==> src/rtl/dec_pkg.sv <==
// Shared types and helpers for the sequential one-hot decoder.
// Holds the FSM state encoding and the output-width function.
package dec_pkg;

    typedef enum logic [0:0] {
        ST_IDLE = 1'b0,
        ST_HOLD = 1'b1
    } state_e;

    function automatic int out_w(input int n);
        return 32'sd1 << n;
    endfunction

endpackage : dec_pkg

==> src/rtl/dec_onehot_comb.sv <==
// Combinational index-to-one-hot decoder built as a binary tree of mux_2x1 cells.
// Each tree level consumes one index bit and doubles the number of candidate lines.
module dec_onehot_comb
    import dec_pkg::*;
#(
    parameter int N = 2
) (
    input  logic [N-1:0]         i_idx,
    output logic [out_w(N)-1:0]  o_onehot
);

    localparam int OUT_W = out_w(N);

    // Level k lives at bit offset 2**k-1 and is 2**k bits wide; level 0 is the constant root.
    logic [2*OUT_W-2:0] w_tree;

    assign w_tree[0] = 1'b1;

    genvar k, i;
    generate
        for (k = 0; k < N; k++) begin : g_lvl
            localparam int W   = out_w(k);
            localparam int SRC = W - 1;
            localparam int DST = 2 * W - 1;
            for (i = 0; i < W; i++) begin : g_bit
                mux_2x1 u_lo (
                    .i_a   (w_tree[SRC+i]),
                    .i_b   (1'b0),
                    .i_sel (i_idx[k]),
                    .o_y   (w_tree[DST+i])
                );
                mux_2x1 u_hi (
                    .i_a   (1'b0),
                    .i_b   (w_tree[SRC+i]),
                    .i_sel (i_idx[k]),
                    .o_y   (w_tree[DST+W+i])
                );
            end
        end
    endgenerate

    assign o_onehot = w_tree[2*OUT_W-2:OUT_W-1];

endmodule : dec_onehot_comb

==> src/rtl/mux_2x1.sv <==
// Library 2:1 multiplexer cell: o_y follows i_b when i_sel is high, else i_a.
module mux_2x1 (
    input  logic i_a,
    input  logic i_b,
    input  logic i_sel,
    output logic o_y
);

    assign o_y = i_sel ? i_b : i_a;

endmodule : mux_2x1

==> src/rtl/dec_onehot_hold.sv <==
// Sequential binary-to-one-hot decoder: accepts an index via valid/ready and drives
// the selected line for HOLD cycles, then pulses done for one cycle.
module dec_onehot_hold
    import dec_pkg::*;
#(
    parameter int N    = 2,
    parameter int HOLD = 4
) (
    input  logic                 clk,
    input  logic                 rst,
    input  logic                 in_valid,
    input  logic [N-1:0]         in_idx,
    output logic                 in_ready,
    output logic [out_w(N)-1:0]  y,
    output logic                 y_valid,
    output logic                 done
);

    localparam int OUT_W = out_w(N);
    localparam int CW    = $clog2(HOLD + 1);
    localparam logic [CW-1:0] CNT_LOAD = CW'(HOLD - 1);
    localparam logic [CW-1:0] CNT_ZERO = {CW{1'b0}};
    localparam logic [CW-1:0] CNT_ONE  = CW'(1);

    state_e             r_state;
    logic [CW-1:0]      r_cnt;
    logic [OUT_W-1:0]   r_y;
    logic               r_y_valid;
    logic               r_done;

    state_e             w_state_nxt;
    logic [CW-1:0]      w_cnt_nxt;
    logic [OUT_W-1:0]   w_y_nxt;
    logic               w_y_valid_nxt;
    logic               w_done_nxt;
    logic [OUT_W-1:0]   w_onehot;

    dec_onehot_comb #(
        .N (N)
    ) u_dec (
        .i_idx    (in_idx),
        .o_onehot (w_onehot)
    );

    // State and output registers; rst has priority over every other input.
    always_ff @(posedge clk) begin
        if (rst) begin
            r_state   <= ST_IDLE;
            r_cnt     <= CNT_ZERO;
            r_y       <= {OUT_W{1'b0}};
            r_y_valid <= 1'b0;
            r_done    <= 1'b0;
        end else begin
            r_state   <= w_state_nxt;
            r_cnt     <= w_cnt_nxt;
            r_y       <= w_y_nxt;
            r_y_valid <= w_y_valid_nxt;
            r_done    <= w_done_nxt;
        end
    end

    // Next-state logic: accept in IDLE, count down the window in HOLD.
    always_comb begin
        w_state_nxt   = r_state;
        w_cnt_nxt     = r_cnt;
        w_y_nxt       = r_y;
        w_y_valid_nxt = r_y_valid;
        w_done_nxt    = 1'b0;
        case (r_state)
            ST_IDLE: begin
                if (in_valid) begin
                    w_y_nxt       = w_onehot;
                    w_y_valid_nxt = 1'b1;
                    w_cnt_nxt     = CNT_LOAD;
                    w_state_nxt   = ST_HOLD;
                end else begin
                    w_y_nxt       = {OUT_W{1'b0}};
                    w_y_valid_nxt = 1'b0;
                    w_cnt_nxt     = CNT_ZERO;
                end
            end
            ST_HOLD: begin
                // The load value is HOLD-1, so the cnt==0 cycle is the last of HOLD high cycles.
                if (r_cnt != CNT_ZERO) begin
                    w_cnt_nxt = r_cnt - CNT_ONE;
                end else begin
                    w_y_nxt       = {OUT_W{1'b0}};
                    w_y_valid_nxt = 1'b0;
                    w_done_nxt    = 1'b1;
                    w_cnt_nxt     = CNT_ZERO;
                    w_state_nxt   = ST_IDLE;
                end
            end
            default: begin
                w_y_nxt       = {OUT_W{1'b0}};
                w_y_valid_nxt = 1'b0;
                w_cnt_nxt     = CNT_ZERO;
                w_state_nxt   = ST_IDLE;
            end
        endcase
    end

    assign in_ready = (r_state == ST_IDLE);
    assign y        = r_y;
    assign y_valid  = r_y_valid;
    assign done     = r_done;

endmodule : dec_onehot_hold

==> config.mk <==
export PLATFORM = sky130hd
export DESIGN_NAME = dec_onehot_hold
export DESIGN_NICKNAME = d
export VERILOG_FILES = /design/src/rtl/dec_pkg.sv /design/src/rtl/dec_onehot_comb.sv /design/src/rtl/mux_2x1.sv /design/src/rtl/dec_onehot_hold.sv
export SDC_FILE = /design/constraint.sdc
export NUM_CORES = 1
export LEC_CHECK = 0
export BUFFER_PORTS_ARGS = -buffer_cell sky130_fd_sc_hd__clkbuf_2
export CORE_UTILIZATION = 40
export DETAILED_ROUTE_END_ITERATION = 12
export HOLD_SLACK_MARGIN = 0.08
export PLACE_DENSITY = 0.69
export RECOVER_POWER = 50
export SLEW_MARGIN = 20
export SYNTH_ARGS = -nofsm -noshare
export SYNTH_HDL_FRONTEND = slang
export SYNTH_HIERARCHICAL = 1
export SYNTH_SLANG_ARGS = --single-unit
==> constraint.sdc <==
create_clock -name clk -period 1.6 [get_ports clk]
set_input_delay 0.16 -clock clk [delete_from_list [all_inputs] [get_ports clk]]
set_output_delay 0.16 -clock clk [all_outputs]
set_load 0.1 [all_outputs]
==> results of run 1 <==
## routing by layer
metal | vias up | global-route usage [%]
met1 | 189 | 15.1
li1 | 205 | -
met5 | - | 0
met4 | 0 | 7.76
met3 | 4 | 6.98
met2 | 12 | 22.0
## stage by stage
step / worst slack [ps] / cell area, sq um
5_1_grt: 192 / 627
4_1_cts: 243 / 631
2_1_floorplan: 323 / 553
3_5_place_dp: 438 / 594
3_3_place_gp: 484 / 594
6_report: 258 / 627
## cells in the mapped netlist
cell type	count
sky130_fd_sc_hd__a21oi_1	7
sky130_fd_sc_hd__a31oi_1	1
sky130_fd_sc_hd__buf_2	1
sky130_fd_sc_hd__buf_4	4
sky130_fd_sc_hd__clkbuf_1	1
sky130_fd_sc_hd__conb_1	2
sky130_fd_sc_hd__dfxtp_1	10
sky130_fd_sc_hd__ha_1	2
sky130_fd_sc_hd__inv_1	2
sky130_fd_sc_hd__mux2_4	6
sky130_fd_sc_hd__nand2_1	1
sky130_fd_sc_hd__nand2b_1	1
sky130_fd_sc_hd__nand3b_1	9
sky130_fd_sc_hd__nor2_1	1
sky130_fd_sc_hd__nor3b_1	1
sky130_fd_sc_hd__nor4_1	1
sky130_fd_sc_hd__o21bai_1	1
sky130_fd_sc_hd__or3b_1	2
## final timing paths
path / to / slack, ps / cells past startpoint
worst max-delay path: in_ready / 260 / 2
worst min-delay path: r_cnt[0] / 180 / 2
worst max register to register: r_cnt[0] / 290 / 3
worst min register to register: y[2] / 490 / 2
## worst reg2reg max path: cells and delay by family (launching register included)
kind / cells / cell delay (ps)
flip-flops: 1 / 410
AND/OR/NAND/NOR: 1 / 380
buffers and inverters: 1 / 320
AO/OA/AOI/OAI: 1 / 140
## sequential cells by signal, indices dropped and copies added (netlist names)
name and flops:
done 1, r_cnt 3, r_state 1, y 4
y_valid 1
## area by class of cell
type | count | area [sq um] | share of cell area (%)
multi-input combinational | 41 | 307 | 48.9
clock buffer | 4 | 36.3 | 5.79
sequential | 10 | 200 | 31.9
tap | 14 | 17.5 | 2.79
inverter | 2 | 7.51 | 1.20
timing repair buffer | 12 | 58.8 | 9.38
## logic make-up after synthesis
logic type	count (synthesis)	share of synthesized area (%)
compound gates	9	9.20
fa+ha+maj	2	4.72
buf+inv	8	8.73
flops	10	37.7
mux	6	17.0
other cells	2	1.42
simple gates	16	21.2
## power by group through the flow
| stage | sequential, mW | combinational [mW] | clock, mW |
|---|---|---|---|
| 2_1_floorplan | 0.341 | 0.103 | 0 |
| 3_5_place_dp | 0.282 | 0.184 | 0 |
| 3_3_place_gp | 0.281 | 0.183 | 0 |
| 4_1_cts | 0.276 | 0.185 | 0.237 |
| 6_report | 0.276 | 0.182 | 0.226 |
| 5_1_grt | 0.278 | 0.193 | 0.247 |
==> results summary, run 1 <==
The run finished with clean final reports. Sequential cells account for 40.4% of the total power. The post-detailed-route DRC marker count came out at 0.

Timing would allow up to 0.745 GHz. The library cell used most frequently in the layout, excluding fill and tap cells, is sky130_fd_sc_hd__clkbuf_2. The share of the synthesized area in the top cell type is 37.7%. TritonCTS built the clock tree.

Of the available clock period, the critical path in the final layout requires 83.9%. The start of the worst register-to-register path is r_state. STA classifies the critical path startpoint as a flop. The leakage power summed over all cells is 0.280 nW. The number of search-and-repair iterations in the first detailed-routing pass came out at 4. The count of nets after finishing came out at 77. The initial antenna violation count is 0. From left edge to right edge, the die measures 38.4 microns. The number of distinct standard cells referenced by the synthesized netlist is 18. In this design, the stage delay of the slowest critical-path cell is 460 ps. The maximum number of pins on one net before global-route repair is 11. The number of vias per cell is 4.94. The number of antenna repair diodes is 0. The max capacitance violation total came out at 0. The number of clock buffers inserted by TritonCTS came out at 3.

The number of standard-cell rows in the floorplan is 12. Across every metal layer, demand over resource in global routing totals 14.0%. Across all layers, the routed design uses 410 vias.

The layout overhead on the synthesized area came out at 18.2%. The met2 wirelength from detailed routing came out at 366 microns. At the pin with the least slew margin, the transition time is 542 ps. Once the clock tree was built, the resizer swapped 0 gates to a different size. The number of setup violations in the final report came out at 0. The count of H-tree levels built during CTS came out at 1. Cells with a size suffix above 1 make up 30.4% of the layout. The average cell area after synthesis came out at 10.0 sq um. The register clock-pin slew on the reported worst setup and hold paths came out at 70 ps. The number of instances in the placed design is 79.

The internal power of the cells totals 0.461 mW. The maximum root-to-sink buffer count came out at 2. The synthesized netlist cell count came out at 53. The net switching power is 0.223 mW. The data required time of the critical path came out at 1440 ps. The hold violation count in the final report came out at 0. In the post-synthesis netlist, the biggest area contributors are sky130_fd_sc_hd__dfxtp_1 38%, sky130_fd_sc_hd__mux2_4 17%, sky130_fd_sc_hd__nand3b_1 13%. The sum of met3 wire segment lengths after detailed routing came out at 61 microns. The number of max-slew violations in the final report came out at 0. For this configuration, the core starts out at a cell density of 45.3%. The critical path is of the flop to output pin type.

The routed design could run at a clock period as short as 1340 ps. After detailed routing, the wire length on met1 is 370 microns. The floorplan core area is 1170 sq um. The die boundary height came out at 38.4 microns.

Setup repair after global routing left no endpoint under its margin. The clock network burns 33.0% of the power. The worst hold path belongs to the class input port to flop.

The clock latency at the later pin of the worst-skew pair is 270 ps. The tree built by TritonCTS fans out to 10 sinks. The final setup skew came out at 5.18 ps.

The hold buffer count at CTS is 0. Buffers added to address setup during post-CTS repair amount to 0. The synthesis-stage register bit count is 10.

The share of the core filled with cells in the final layout is 53.5%. The via count of the first global-routing pass came out at 335. The most critical setup path has its startpoint at r_state. The post-detailed-routing wire length came out at 817 microns. The kind of cell with the highest combined delay along the critical path is buffers and inverters. The number of synthesis warnings came out at 6. The kind of end point of the critical path is an output pin. The share of total power in combinational logic came out at 26.6%. Summing internal, switching and leakage power gives 0.684 mW. The half-perimeter wire length of the detailed placement result came out at 621 microns.

The filler cells instantiated in the layout total 110. The number of top-level design ports came out at 12. Of all cell types, the one taking the most synthesized area is sky130_fd_sc_hd__dfxtp_1.

Global routing finished with a remaining overflow of 0. The sequential area share after synthesis came out at 37.7%. The final hold slack is 177 ps.

The worst hold path begins at rst. The average wire per cell in the routed design came out at 9.84 microns. The worst voltage drop across the vdd grid came out at 0.000690 V. The arrival time reported for the critical path endpoint is 1180 ps. The critical path goes through inv_1 -> clkbuf_2. The clock tree root buffer cell is sky130_fd_sc_hd__clkbuf_4. The post-synthesis cell area came out at 531 sq um. The switching power share of the total is 32.6%. The global-route wire length before repair came out at 1340 microns. The library cells used most frequently in the layout, excluding fill and tap cells, are 11 x sky130_fd_sc_hd__clkbuf_2, 10 x sky130_fd_sc_hd__dfxtp_1, 9 x sky130_fd_sc_hd__nand3b_1. The worst slew margin relative to its limit is 64.0%. The count of buffers added on input and output ports is 11. The slowest stage of the critical path belongs to the cell sky130_fd_sc_hd__clkbuf_2. The number of nets with antenna violations after routing came out at 0. For this block, the initial DRC count from the detailed router was 11.

Summed over all failing endpoints, the final setup total negative slack is 0 ps. The highest layer touched by signal routing is met4. The highest net fanout along the worst path came out at 6. The die area is 1480 sq um.

At the end of routability-driven placement, the weighted congestion stood at 0.668. The post-route non-filler standard cell count came out at 83. The buffering stage count on the worst path with inverters included is 2.

The power per cell area came out at 1090 nW/um^2.
Power figures use the tool's default switching activity.
==> run 2: changes to the inputs <==
==> constraint.sdc (replaced) <==
create_clock -name clk -period 1.3 [get_ports clk]
set_input_delay 0.13 -clock clk [delete_from_list [all_inputs] [get_ports clk]]
set_output_delay 0.13 -clock clk [all_outputs]
set_load 0.1 [all_outputs]
==> run 2 against run 1 <==
Against the previous run:
- design area rose by 0.20%
- non-clock buffer count did not move
- cell count fell by 1.2%
- clock power fell by 9.3%
- worst setup slack got worse by 140 ps
- wire length rose by 4.7%
- sequential share of layout area fell by 0.064 points
- critical endpoint is now y[2]
==> results summary, run 2 (synthesized netlist as in run 1, its figures left out) <==
The run finished with clean final reports. The share of total power in combinational logic was 30.0% (+3.4 points). The worst setup path is launched from a flop. Walking the worst path, the cells encountered are clkbuf_2. The data required time of the critical path is 1170 ps (-270 ps).

The number of standard-cell rows in the floorplan came to 12 (unchanged). The proportion of layout cells with a drive suffix above 1 is 29.4% (-1.0 points). The internal cell power is 0.512 mW (+11%). The die area came out at 1480 sq um (unchanged). The count of H-tree levels built during CTS is 1 (unchanged). The worst-case register-to-register setup slack came out at 130 ps (-160 ps).

The post-route non-filler standard cell count was 82 (-1.2%). The final hold slack came out at 153 ps (-24.3 ps). Setup repair after global routing left no endpoint under its margin. The die boundary height is 38.4 microns (unchanged). The relative contribution of the clock network to total power came to 26.3% (-6.7 points). The number of filler cells placed in the layout is 117 (+6.4%). The maximum root-to-sink buffer count was 2 (unchanged).

The initial antenna violation count came out at 0 (unchanged). The sequential power share came out at 43.7% (+3.3 points). The number of max-slew violations in the final report came to 0 (unchanged). The via count of the first global-routing pass is 355 (+6.0%).

The total area of multi-input combinational cells is 307 sq um (unchanged). The placed instance area came out at 622 sq um (+4.6%). The number of clock buffers inserted by TritonCTS was 3 (unchanged). The arrival time reported for the critical path endpoint came to 1050 ps (-130 ps). The half-perimeter wire length of the detailed placement result was 668 microns (+7.5%). The number of post-CTS setup repair buffers is 0 (unchanged). The power per cell area came out at 1240 nW/um^2 (+14%). The clock sink count is 10 (unchanged). The maximum number of pins on one net before global-route repair is 10 (-1). The total vias in the final route came out at 414 (+0.98%).

The routability congestion estimate came out at 0.671 (+0.46%). The width of the die was 38.4 microns (unchanged). The post-detailed-route DRC marker count is 0 (unchanged).

The count of nets after finishing is 77 (unchanged). The number of search-and-repair iterations in the first detailed-routing pass is 4 (unchanged). The number of DRC markers in iteration 0 is 3 (-8). The register clock-pin slew on the reported worst setup and hold paths came out at 60 ps (about the same). The hold buffer count at CTS came out at 0 (unchanged). The max capacitance violation total was 0 (unchanged). The number of vias per cell is 5.05 (+2.2%). The worst slew margin relative to its limit came out at 64.2% (+0.11 points). The maximum achievable frequency came out at 0.846 GHz.

The class of the most critical hold timing path is input port to flop. The post-route fraction of the period consumed by the critical path is 91.0%. The number of setup violations in the final report is 0 (unchanged). The total global-route track usage is 13.5% (-0.45 points). The number of top-level design ports is 12 (unchanged).

The delay contributed by the slowest stage of the critical path came out at 460 ps (about the same). The worst setup path is captured at an output pin. In the layout the commonest cells are 10 x sky130_fd_sc_hd__dfxtp_1, 9 x sky130_fd_sc_hd__nand3b_1, 9 x sky130_fd_sc_hd__clkbuf_2. The initial standard-cell utilization of the core was 45.3% (unchanged).

The overall power is 0.780 mW (+14%). Relative to the synthesized area, the layout overhead comes to 18.4%. The global-route wire length before repair was 1330 microns (-0.52%). The buffering stage count on the worst path with inverters included came out at 1 (-1).

The cell family contributing the most delay on the critical path is buffers and inverters. The met3 demand-to-capacity share in global routing came out at 7.56% (+0.58 points). The floorplan core area came out at 1170 sq um (unchanged).

The number of antenna repair diodes is 0 (unchanged). The worst voltage drop across the vdd grid came out at 0.000697 V (+0.95%). The actual transition at the worst max-transition pin was 540 ps (-1.60 ps). The aggregate negative setup slack is 0 ps (unchanged). The number of buffer cells added on primary ports came out at 11 (unchanged). The global-route track usage on met2 is 21.2% (-0.85 points). The clock latency at the later pin of the worst-skew pair came to 260 ps (about the same). The minimum clock period came out at 1180 ps.

The post-route cell area came out at 628 sq um (+0.20%). The global-route congestion overflow total came out at 0 (unchanged). The leakage power summed over all cells came to 0.280 nW (-0.14%). The hold violation count in the final report came out at 0 (unchanged). The post-detailed-routing wire length is 855 microns (+4.7%). The final setup skew came out at 3.26 ps (-1.92 ps). The highest net fanout along the worst path came out at 2 (-4). The net switching power came to 0.268 mW (+20%). The number of nets with antenna violations after routing is 0 (unchanged). The sequential cell area is 200 sq um (unchanged).

The met1 track demand over resource in global routing is 14.1% (-0.98 points). The post-cts resize count is 0 (unchanged). met2 is the most crowded layer.

The most common cell after layout, fill and taps aside is sky130_fd_sc_hd__dfxtp_1. The root buffer cell chosen for the clock tree is sky130_fd_sc_hd__clkbuf_4. The average wire per cell in the routed design came to 10.4 microns (+5.9%). The switching power share of the total is 34.3% (+1.7 points). The classification of the worst setup path is flop to output pin. The TritonCTS clock tree is built. The largest individual stage delay along the critical path comes from the cell sky130_fd_sc_hd__clkbuf_2. The flip-flop count of the largest register after layout was 4 (unchanged). The number of instances in the placed design is 79 (unchanged).
-- run 2: worst reg2reg max path: stages, from the launching register on --
cell and delay [ps]:
sky130_fd_sc_hd__dfxtp_1 360, sky130_fd_sc_hd__nor2_1 70, sky130_fd_sc_hd__ha_1 190, sky130_fd_sc_hd__or3b_1 340
sky130_fd_sc_hd__a21oi_1 140
-- run 2: worst paths after layout --
| path | end | startpoint | cells past startpoint |
|---|---|---|---|
| min | y[1] | rst | 2 |
| min reg2reg | r_cnt[1] | r_cnt[1] | 2 |
| max | y[2] | y[2] | 1 |
| max reg2reg | r_cnt[0] | r_cnt[0] | 4 |
-- run 2: cell type report --
| type | instances | area share [%] |
|---|---|---|
| well taps | 14 | 2.79 |
| multi-input cells | 41 | 48.8 |
| inverters | 2 | 1.20 |
| repair buffers | 12 | 11.8 |
| clock buffers | 3 | 3.59 |
| flip-flops and latches | 10 | 31.9 |
-- run 2: layer usage --
layer	wire length (microns)	vias up
met5	0	-
met4	4	0
met3	62	2
met2	413	13
met1	375	192
li1	-	207
-- run 2: metrics by stage --
step | util (%) | worst slack [ps]
after floorplan | - | 22.6
after global placement | 53.1 | 184
after detailed placement | 53.1 | 147
after CTS | 55.0 | 129
after global routing | 53.6 | 46.4
final | 53.6 | 117
-- run 2: power by group through the flow --
stage               clock network, mW  logic, mW  registers [mW]
detailed placement                  0      0.244           0.348
global route                    0.228      0.247           0.342
CTS                             0.211      0.244           0.341
finish                          0.205      0.234           0.341
global placement                    0      0.241           0.347
floorplan                           0      0.126           0.420
==> run 3: changes to the inputs <==
--- a/config.mk
+++ b/config.mk
@@ -6,6 +6,7 @@
 export NUM_CORES = 1
 export LEC_CHECK = 0
 export BUFFER_PORTS_ARGS = -buffer_cell sky130_fd_sc_hd__clkbuf_2
+export CORE_MARGIN = 8
 export CORE_UTILIZATION = 40
 export DETAILED_ROUTE_END_ITERATION = 12
 export HOLD_SLACK_MARGIN = 0.08
==> run 3 against run 2 <==
Against the previous run:
- global-route usage fell by 6.0 points
- register-to-register slack hardly changed
- cell count up 1.2%
- sequential power about the same
- core utilization shrank 4.0 points
- critical path type unchanged
- critical endpoint is now in_ready
==> results summary, run 3 (synthesized netlist as in run 1, its figures left out) <==
The number of instances in the placed design came out at 80 (+1.3%). The number of buffer cells added on primary ports came to 11 (unchanged). The post-route non-filler standard cell count is 83 (+1.2%). The post-route cell area came out at 629 sq um (+0.20%). The clock latency at the later pin of the worst-skew pair came out at 260 ps (about the same). The number of setup violations in the final report was 0 (unchanged). The overall power came out at 0.788 mW (+1.0%). The die area came out at 2750 sq um (+86%). The maximum achievable frequency came out at 0.834 GHz (-1.4%).

The run finished with clean final reports. The power per cell area came out at 1250 nW/um^2 (+0.81%). The tightest min-delay check is of the input port to flop type. The smallest setup slack after layout was 101 ps (-16.9 ps). The number of filler cells placed in the layout is 127 (+8.5%).

STA classifies the critical path startpoint as a flop. The placed instance area is 623 sq um (+0.20%). The maximum root-to-sink buffer count is 2 (unchanged).

The proportion of layout cells with a drive suffix above 1 is 29.4% (unchanged). The share of the core filled with cells in the final layout is 49.6% (-4.0 points). The hold buffer count at CTS came to 0 (unchanged). The initial antenna violation count came out at 0 (unchanged). The floorplan core area is 1270 sq um (+8.3%). The number of top-level design ports came out at 12 (unchanged).

The clock sink count is 10 (unchanged). The post-cts resize count came out at 0 (unchanged). The post-detailed-route DRC marker count is 0 (unchanged). The average wire per cell in the routed design was 11.1 microns (+6.4%). The leakage power summed over all cells is 0.282 nW (+0.70%). The number of post-CTS setup repair buffers came to 0 (unchanged).

The area growth from synthesis to layout is 18.6%. The global-route congestion overflow total is 0 (unchanged). The count of H-tree levels built during CTS is 1 (unchanged). Leaving out fill and tap cells, the most frequent cell in the layout is sky130_fd_sc_hd__dfxtp_1. The number of standard-cell rows in the floorplan was 13 (+1). The number of vias per cell is 4.80 (-5.0%). Leaving out fill and tap cells, the most frequent cells in the layout are 10 x sky130_fd_sc_hd__dfxtp_1, 9 x sky130_fd_sc_hd__nand3b_1, 8 x sky130_fd_sc_hd__conb_1. The number of antenna repair diodes is 0 (unchanged). The number of DRC markers in iteration 0 is 5 (+2). STA classifies the critical path endpoint as an output pin. The count of nets after finishing was 77 (unchanged). The maximum number of pins on one net before global-route repair came out at 10 (unchanged). In this run the clock root is driven by a sky130_fd_sc_hd__clkbuf_4. The number of nets with antenna violations after routing is 0 (unchanged). Setup repair after global routing left no endpoint under its margin. The via count of the first global-routing pass was 374 (+5.4%). The worst slew margin relative to its limit is 63.9% (-0.22 points).

The data required time of the critical path came out at 1170 ps (about the same). The max capacitance violation total was 0 (unchanged). The worst voltage drop across the vdd grid came to 0.000485 V (-30%). The width of the die is 52.4 microns (+36%).

The total global-route track usage came to 7.55% (-6.0 points). The flip-flop count of the largest register after layout is 4 (unchanged). The highest net fanout along the worst path came out at 9 (+7). The die boundary height was 52.4 microns (+36%). The worst slack after detailed placement came out at 138 ps (-8.04 ps).

The arrival time reported for the critical path endpoint came out at 1070 ps (+20 ps). The number of clock buffers inserted by TritonCTS is 3 (unchanged). The classification of the worst setup path is flop to output pin. The initial standard-cell utilization of the core is 41.8% (-3.5 points). The post-route fraction of the period consumed by the critical path is 92.3% (+1.3 points). The TritonCTS clock tree is built.

The number of search-and-repair iterations in the first detailed-routing pass is 4 (unchanged). The register clock-pin slew on the reported worst setup and hold paths is 70 ps (about the same). The minimum clock period came out at 1200 ps (+16.9 ps). The global-route wire length before repair came out at 1510 microns (+14%). The routability congestion estimate was 0.633 (-5.8%). The post-detailed-routing wire length came out at 921 microns (+7.7%). The aggregate negative setup slack is 0 ps (unchanged). The number of max-slew violations in the final report came out at 0 (unchanged). The total vias in the final route came out at 398 (-3.9%). The actual transition at the worst max-transition pin is 543 ps (+3.36 ps).

The final hold slack is 149 ps (-3.65 ps). The half-perimeter wire length of the detailed placement result was 678 microns (+1.6%). The final setup skew is 1.67 ps (-1.58 ps). The hold violation count in the final report is 0 (unchanged).
==> run 3: changes by cell type in the layout (fill, tap and decap cells not counted) <==
cell	previous run	this run
sky130_fd_sc_hd__clkbuf_2	9	6
sky130_fd_sc_hd__buf_2	1	4
==> run 3: area by class of cell <==
type                       instances  area [sq um]  share of cell area (%)
clock buffer                       3          22.5                    3.58
inverter                           2          7.51                    1.19
multi-input combinational         41           307                    48.7
sequential                        10           200                    31.8
tap                               15          18.8                    2.98
timing repair buffer              12          73.8                    11.7
==> run 3: routing by layer <==
layer / up-vias / routed length (microns) / track usage [%]
met5: - / 0 / 0
met3: 5 / 42 / 3.13
met1: 176 / 446 / 8.17
met2: 12 / 386 / 9.88
li1: 205 / - / -
met4: 0 / 46 / 9.05
==> run 3: worst paths after layout <==
kind,to,slack [ps],cells past startpoint,from
max,in_ready,100,2,r_state
min,y[2],150,2,rst
max reg2reg,r_cnt[0],120,4,r_cnt[0]
min reg2reg,y_valid,480,2,y_valid
==> run 3: where the power goes <==
group / total [mW] / internal [mW] / switching, mW
Clock: 0.214 / 0.107 / 0.107
Sequential: 0.341 / 0.327 / 0.0148
Combinational: 0.233 / 0.0791 / 0.154
==> run 3: worst max-delay path: stages, from the launching register on <==
cell,delay (ps)
sky130_fd_sc_hd__dfxtp_1,460
sky130_fd_sc_hd__inv_1,150
sky130_fd_sc_hd__buf_12,190
